===== config.mk =====
export PLATFORM = sky130hd
export DESIGN_NAME = tk1_inv
export DESIGN_NICKNAME = d
export VERILOG_FILES = /design/src/rtl/tk1_inv_pkg.sv /design/src/rtl/tk1_lfsr_dec.sv /design/src/rtl/tk1_inv.sv
export SDC_FILE = /design/constraint.sdc
export NUM_CORES = 1
export LEC_CHECK = 0
export CORE_MARGIN = 2
export CORE_UTILIZATION = 35
export DETAILED_ROUTE_END_ITERATION = 6
export GPL_TIMING_DRIVEN = 0
export PLACE_DENSITY_LB_ADDON = 0.2
export SLEW_MARGIN = 10
export SYNTH_ARGS = -nofsm -noshare
export SYNTH_HDL_FRONTEND = slang
export SYNTH_SLANG_ARGS = --single-unit

===== constraint.sdc =====
create_clock -name clk -period 2.3 [get_ports clk]
set_clock_uncertainty 0.15 [all_clocks]
set_input_delay 0.46 -clock clk [delete_from_list [all_inputs] [get_ports clk]]
set_output_delay 0.46 -clock clk [all_outputs]
set_load 0.02 [all_outputs]

===== src/rtl/tk1_inv_pkg.sv =====
// Shared definitions for the inverse TK1 tweakey engine.
// Holds the command and FSM encodings, the reset image of the 8-byte state,
// the counter feedback tap mask and byte-level helpers for the state layout.
package tk1_inv_pkg;

  typedef enum logic [1:0] {
    CMD_LOAD = 2'b00,
    CMD_RUN  = 2'b01,
    CMD_DEC  = 2'b10,
    CMD_READ = 2'b11
  } cmd_e;

  typedef enum logic [1:0] {
    ST_IDLE = 2'd0,
    ST_LOAD = 2'd1,
    ST_EMIT = 2'd2,
    ST_PERM = 2'd3
  } state_e;

  // Index i holds byte bi, so the flat 64-bit view reads b7 (MSB) .. b0 (LSB).
  typedef logic [7:0][7:0] tk1_state_t;

  // b7 = 0x01, everything else zero: counter value 1, domain 0.
  localparam tk1_state_t TK1_RST = 64'h01_00_00_00_00_00_00_00;

  // Forward counter feedback taps of x^56+x^7+x^4+x^2+1 (bits 7, 4, 2).
  localparam logic [55:0] LFSR_TAPS = 56'h94;

  // Counter view: {b1..b7}, b7 is the least-significant byte.
  function automatic logic [55:0] tk1_lfsr_view(input tk1_state_t s);
    return {s[1], s[2], s[3], s[4], s[5], s[6], s[7]};
  endfunction

  // Rebuild a full state from a counter value and a domain byte.
  function automatic tk1_state_t tk1_with_lfsr(input logic [55:0] v, input logic [7:0] b0);
    return {v[7:0], v[15:8], v[23:16], v[31:24], v[39:32], v[47:40], v[55:48], b0};
  endfunction

  // Inverse key-schedule byte permutation, result listed b7 down to b0.
  function automatic tk1_state_t tk1_perm_inv(input tk1_state_t s);
    return {s[5], s[7], s[3], s[0], s[1], s[4], s[2], s[6]};
  endfunction

endpackage


===== src/rtl/tk1_lfsr_dec.sv =====
// Purpose : one backward step of the 56-bit TK1 block-counter LFSR.
// Latency : purely combinational.  Backpressure: none (no handshake).
// Ports   : y_i current counter value, x_o predecessor value.
module tk1_lfsr_dec
  import tk1_inv_pkg::*;
(
  input  logic [55:0] y_i,
  output logic [55:0] x_o
);

  // The forward step shifts left and feeds bit 55 into bit 0 and the taps.
  // Undo it: rotate right, then strip the feedback from the positions one
  // below each tap.
  assign x_o = {y_i[0], y_i[55:1]} ^ ({56{y_i[0]}} & (LFSR_TAPS >> 1));

endmodule


===== src/rtl/tk1_inv.sv =====
// Purpose : byte-serial inverse TK1 tweakey engine; emits round keys last to
//           first and steps the block counter backwards.
// Latency : first key byte the cycle after RUN/READ accept; PERM adds one
//           cycle between round keys; DEC result visible the next cycle.
// Backpressure: ko_ready low freezes state, byte counter and ko.
// Ports   : cmd_* command handshake, din_* load bytes, domain for DEC,
//           ko_* key byte stream, lfsr counter view, busy/done status.
module tk1_inv
  import tk1_inv_pkg::*;
#(
  parameter int ROUNDS = 40
) (
  input  logic        clk,
  input  logic        rst,
  input  logic        cmd_valid,
  output logic        cmd_ready,
  input  logic [1:0]  cmd,
  input  logic [7:0]  din,
  input  logic        din_valid,
  output logic        din_ready,
  input  logic [7:0]  domain,
  output logic [7:0]  ko,
  output logic        ko_valid,
  input  logic        ko_ready,
  output logic        ko_last,
  output logic [55:0] lfsr,
  output logic        busy,
  output logic        done
);

  localparam int RCW = (ROUNDS > 1) ? $clog2(ROUNDS) : 1;

  state_e           state_q, state_d;
  tk1_state_t       st_q;
  logic [2:0]       bc_q;
  logic [RCW-1:0]   rc_q;
  logic             done_q;
  logic [55:0]      lfsr_prev;
  logic             cmd_acc, din_acc, ko_acc;

  assign cmd_acc = cmd_valid && (state_q == ST_IDLE);
  assign din_acc = din_valid && (state_q == ST_LOAD);
  assign ko_acc  = ko_ready  && (state_q == ST_EMIT);

  assign lfsr = tk1_lfsr_view(st_q);
  assign ko   = st_q[7];
  assign done = done_q;

  tk1_lfsr_dec u_dec (
    .y_i (lfsr),
    .x_o (lfsr_prev)
  );

  // State register.
  always_ff @(posedge clk) begin
    if (rst) state_q <= ST_IDLE;
    else     state_q <= state_d;
  end

  // Next-state logic.
  always_comb begin
    state_d = state_q;
    case (state_q)
      ST_IDLE: begin
        if (cmd_acc) begin
          case (cmd_e'(cmd))
            CMD_LOAD:          state_d = ST_LOAD;
            CMD_RUN, CMD_READ: state_d = ST_EMIT;
            default:           state_d = ST_IDLE;
          endcase
        end
      end
      ST_LOAD: if (din_acc && bc_q == 3'd7) state_d = ST_IDLE;
      // READ enters EMIT with rc = 0, so it ends after one key like the last RUN round.
      ST_EMIT: if (ko_acc && bc_q == 3'd7) state_d = (rc_q == '0) ? ST_IDLE : ST_PERM;
      ST_PERM: state_d = ST_EMIT;
      default: state_d = ST_IDLE;
    endcase
  end

  // Output decode.
  always_comb begin
    cmd_ready = 1'b0;
    din_ready = 1'b0;
    ko_valid  = 1'b0;
    busy      = 1'b1;
    case (state_q)
      ST_IDLE: begin
        cmd_ready = 1'b1;
        busy      = 1'b0;
      end
      ST_LOAD: din_ready = 1'b1;
      ST_EMIT: ko_valid  = 1'b1;
      default: ;
    endcase
    ko_last = ko_valid && (bc_q == 3'd7);
  end

  // Tweakey bytes, byte counter, round counter and done pulse.
  always_ff @(posedge clk) begin
    if (rst) begin
      st_q   <= TK1_RST;
      bc_q   <= '0;
      rc_q   <= '0;
      done_q <= 1'b0;
    end else begin
      done_q <= 1'b0;
      case (state_q)
        ST_IDLE: begin
          if (cmd_acc) begin
            bc_q <= '0;
            case (cmd_e'(cmd))
              CMD_RUN:  rc_q <= RCW'(ROUNDS - 1);
              CMD_READ: rc_q <= '0;
              CMD_DEC:  st_q <= tk1_with_lfsr(lfsr_prev, domain);
              default:  ;
            endcase
          end
        end
        ST_LOAD: begin
          if (din_acc) begin
            st_q <= {st_q[6:0], din};
            bc_q <= bc_q + 3'd1;
          end
        end
        ST_EMIT: begin
          if (ko_acc) begin
            // Rotation: after eight accepts the key is back where it started.
            st_q <= {st_q[6:0], st_q[7]};
            bc_q <= bc_q + 3'd1;
            if (bc_q == 3'd7 && rc_q == '0) done_q <= 1'b1;
          end
        end
        ST_PERM: begin
          st_q <= tk1_perm_inv(st_q);
          rc_q <= rc_q - RCW'(1);
        end
        default: ;
      endcase
    end
  end

endmodule


==> results.py <==
metrics = {
    "status": {
        "status": "finished clean",
    },
    "sta": {
        "setup_ws_ns": 0.0957,
        "slew_headroom_pct": 63.1,
        "slew_viol_final": 0,
        "finalSetupTns_ns": 0,
        "fmax_mhz": 454,
        "period_share_pct": 95.8,
        "rsz0062_at_grt": "false",
        "worst_pin_slew_ns": 0.554,
        "hold_violations": 0,
        "setup_viol": 0,
        "layout_min_cycle_time_ns": 2.20,
    },
    "synthesis": {
        "async_flop_share_pct": 0,
        "synth_flop_cell": "dfxtp_1",
        "synthesis.area_um2": 4540,
        "syn_area_per_cell_um2": 8.36,
        "ys_seq_area_share_pct": 33.5,
        "synth-seq-cells": 76,
        "synth_edf_count": 0,
        "synth_cells": 543,
        "synth_fp_nets": 576,
        "yosysWarnings": 0,
        "synth.distinct_cells": 40,
    },
    "global_route": {
        "met1_usage_pct": 31.3,
        "grt_start_max_net_pins": 13,
        "grt_first_pass_wirelength_mm": 25.0,
        "grtUsageTotal_pct": 22.5,
        "use_met3_pct": 4.02,
        "grtUsageMet2_pct": 35.8,
        "antenna_found_initial": 0,
        "grt-ovfl-total": 0,
        "grt_most_used_layer": "met2",
        "grt_pass1_vias": 4479,
    },
    "critical_path": {
        "setup.worst_path.class": "flop to output port",
        "rr_worst_depth": 9,
        "rr_startpoint": "state_q[1]",
        "r2r-end": "lfsr[41]",
        "r2r_slack_ns": 0.11,
        "worstPathArrival_ns": 1.59,
        "cp.required_ns": 1.69,
        "endpoint_kind": "output port",
        "start_kind": "flop",
        "crit_path_max_fanout": 10,
    },
    "route": {
        "postRouteAntennaNets": 0,
        "viasPerCell": 5.60,
        "routedWlPerCell_um": 18.9,
        "drt_iter0_markers": 550,
        "vias": 4594,
        "firstDrtPassIters": 6,
        "drcViolationCount": 0,
        "wl_mm": 15.6,
    },
    "layout": {
        "drive_above_1_share_pct": 17.3,
        "layoutNonFillerInstCount": 821,
        "final_cell_area_um2": 6050,
        "area_growth_pct": 33.4,
        "final_common_cell": "clkdlybuf4s50_1",
        "nets": 678,
        "final_cell_mix": "87 x clkdlybuf4s50_1, 75 x dfxtp_1, 68 x nand2_1",
        "diodes": 0,
        "fillerInstances": 1277,
    },
    "placed_design": {
        "dp_hpwl_mm": 11.3,
        "port_buffers": 91,
        "routabilityCongestion": 0.887,
        "placed_area_um2": 5660,
        "placedCellCount": 806,
        "pre_cts_slack_ns": -0.245,
    },
    "flow_run": {
        "maxCapViolCount": 0,
    },
    "clocking": {
        "root_buffer": "clkbuf_16",
        "clk_pin_slew_worst_paths_ns": 0.06,
        "hold_buffers": 0,
        "clock_path_buffers": 2,
        "clock_latency_ns": 0.33,
        "cts_htree_levels": 3,
        "cts_tree": "done",
        "cts.sinks": 76,
        "cts_made_buffers": 9,
    },
    "power": {
        "ir_drop_mv": 0.534,
        "p_leak_nw": 2.26,
        "cellPowerDensity_nw_per_um2": 1460,
        "power_w": 0.00882,
    },
    "hold_path": {
        "hold-path-endpoint": "rc_q[4]",
        "hold_depth": 2,
        "min_path_type": "flop to flop",
        "hp-start": "rc_q[4]",
    },
    "floorplan": {
        "dieArea_um2": 13900,
        "start_util_pct": 36.0,
        "core.rowCount": 41,
        "die_y_um": 118,
        "boundaryPins": 93,
        "coreArea_um2": 12600,
        "fp.dieW_um": 118,
    },
}
## synthesized netlist by cell type (2+ instances only)
| cell type | count | area share (%) |
|---|---|---|
| dfxtp_1 | 76 | 34 |
| nand2_1 | 68 | 5.6 |
| a21oi_1 | 64 | 7.1 |
| buf_4 | 64 | 11 |
| a221o_1 | 55 | 12 |
| o211ai_1 | 55 | 9.1 |
| clkbuf_1 | 28 | 2.3 |
| o21ai_0 | 20 | 2.2 |
| buf_2 | 14 | 1.5 |
| buf_1 | 10 | 0.83 |
| ha_1 | 10 | 2.8 |
| nand3b_1 | 10 | 1.7 |
| inv_1 | 9 | 0.74 |
| a222oi_1 | 8 | 1.8 |
| nand2b_1 | 6 | 0.83 |
| nor2_1 | 6 | 0.50 |
| nand3_1 | 4 | 0.44 |
| a221oi_1 | 3 | 0.58 |
| nor2b_1 | 3 | 0.41 |
| or3_1 | 3 | 0.41 |
| xor2_1 | 3 | 0.58 |
| a211o_1 | 2 | 0.39 |
| buf_6 | 2 | 0.50 |
| mux2i_1 | 2 | 0.44 |
| nor3_1 | 2 | 0.22 |
| o32ai_1 | 2 | 0.39 |
## report_power, final
group	internal, W	switching, W
Sequential	0.00175	0.000700
Clock	0.00108	0.000544
Combinational	0.00220	0.00254
## state kept, by name, summed over array words and instances, names as in the netlist
name,count
state_q,2
ko,8
rc_q,6
bc_q,3
done,1
st_q,8
lfsr,48
## repair_timing
item / in CTS / in global routing
setup buffers: 0 / 0
gates resized for setup: 9 / 28
setup endpoints to repair: 3 / 66
## how the worst max path moves through the flow
stage | start | to | slack [ns]
global placement | state_q[0] | ko_last | -0.22
CTS | state_q[1] | lfsr[41] | -0.001
global route | state_q[1] | lfsr[42] | 0.003
detailed placement | state_q[0] | ko_last | -0.25
floorplan | state_q[1] | lfsr[37] | 0.19
finish | state_q[0] | ko_last | 0.1
## stage by stage
step / utilization [%] / hold WS [ns]
floorplan: - / 0.295
global placement: 44.9 / 0.307
detailed placement: 44.9 / 0.314
CTS: 47.6 / 0.322
global route: 48.0 / 0.329
finish: 48.0 / 0.323
## critical path: stages, from the launching register on
cell	delay (ns)
dfxtp_1	0.34
inv_2	0.10
ha_2	0.24
buf_6	0.16
and2_1	0.16
clkdlybuf4s15_2	0.27
## cell type report
class	instances	area, µm²	share of cell area [%]
buffer	118	756	12.5
multi-input combinational	340	2270	37.6
tap	172	215	3.56
timing repair buffer	91	912	15.1
inverter	9	33.8	0.558
sequential	76	1520	25.2
clock inverter	5	100	1.65
clock buffer	10	239	3.95
## kinds of logic (layout without fill, tap and decap cells)
| kind of cell | after synthesis | after routing | synth area share, % |
|---|---|---|---|
| compound gates | 216 | 216 | 34.9 |
| xor+xnor | 3 | 3 | 0.579 |
| fa+ha+maj | 10 | 10 | 2.76 |
| buf+inv | 127 | 233 | 16.5 |
| flops | 76 | 76 | 33.5 |
| mux | 2 | 2 | 0.441 |
| simple gates | 109 | 109 | 11.3 |
## routing by layer
| layer | wire [µm] | vias up | part of all wire (%) |
|---|---|---|---|
| met3 | 1200 | 18 | 7.7 |
| met4 | 226 | 0 | 1.5 |
| met2 | 7070 | 218 | 45 |
| met5 | 0 | - | 0 |
| li1 | - | 2182 | - |
| met1 | 7060 | 2176 | 45 |
No activity file was read; power rests on OpenSTA's default activity.
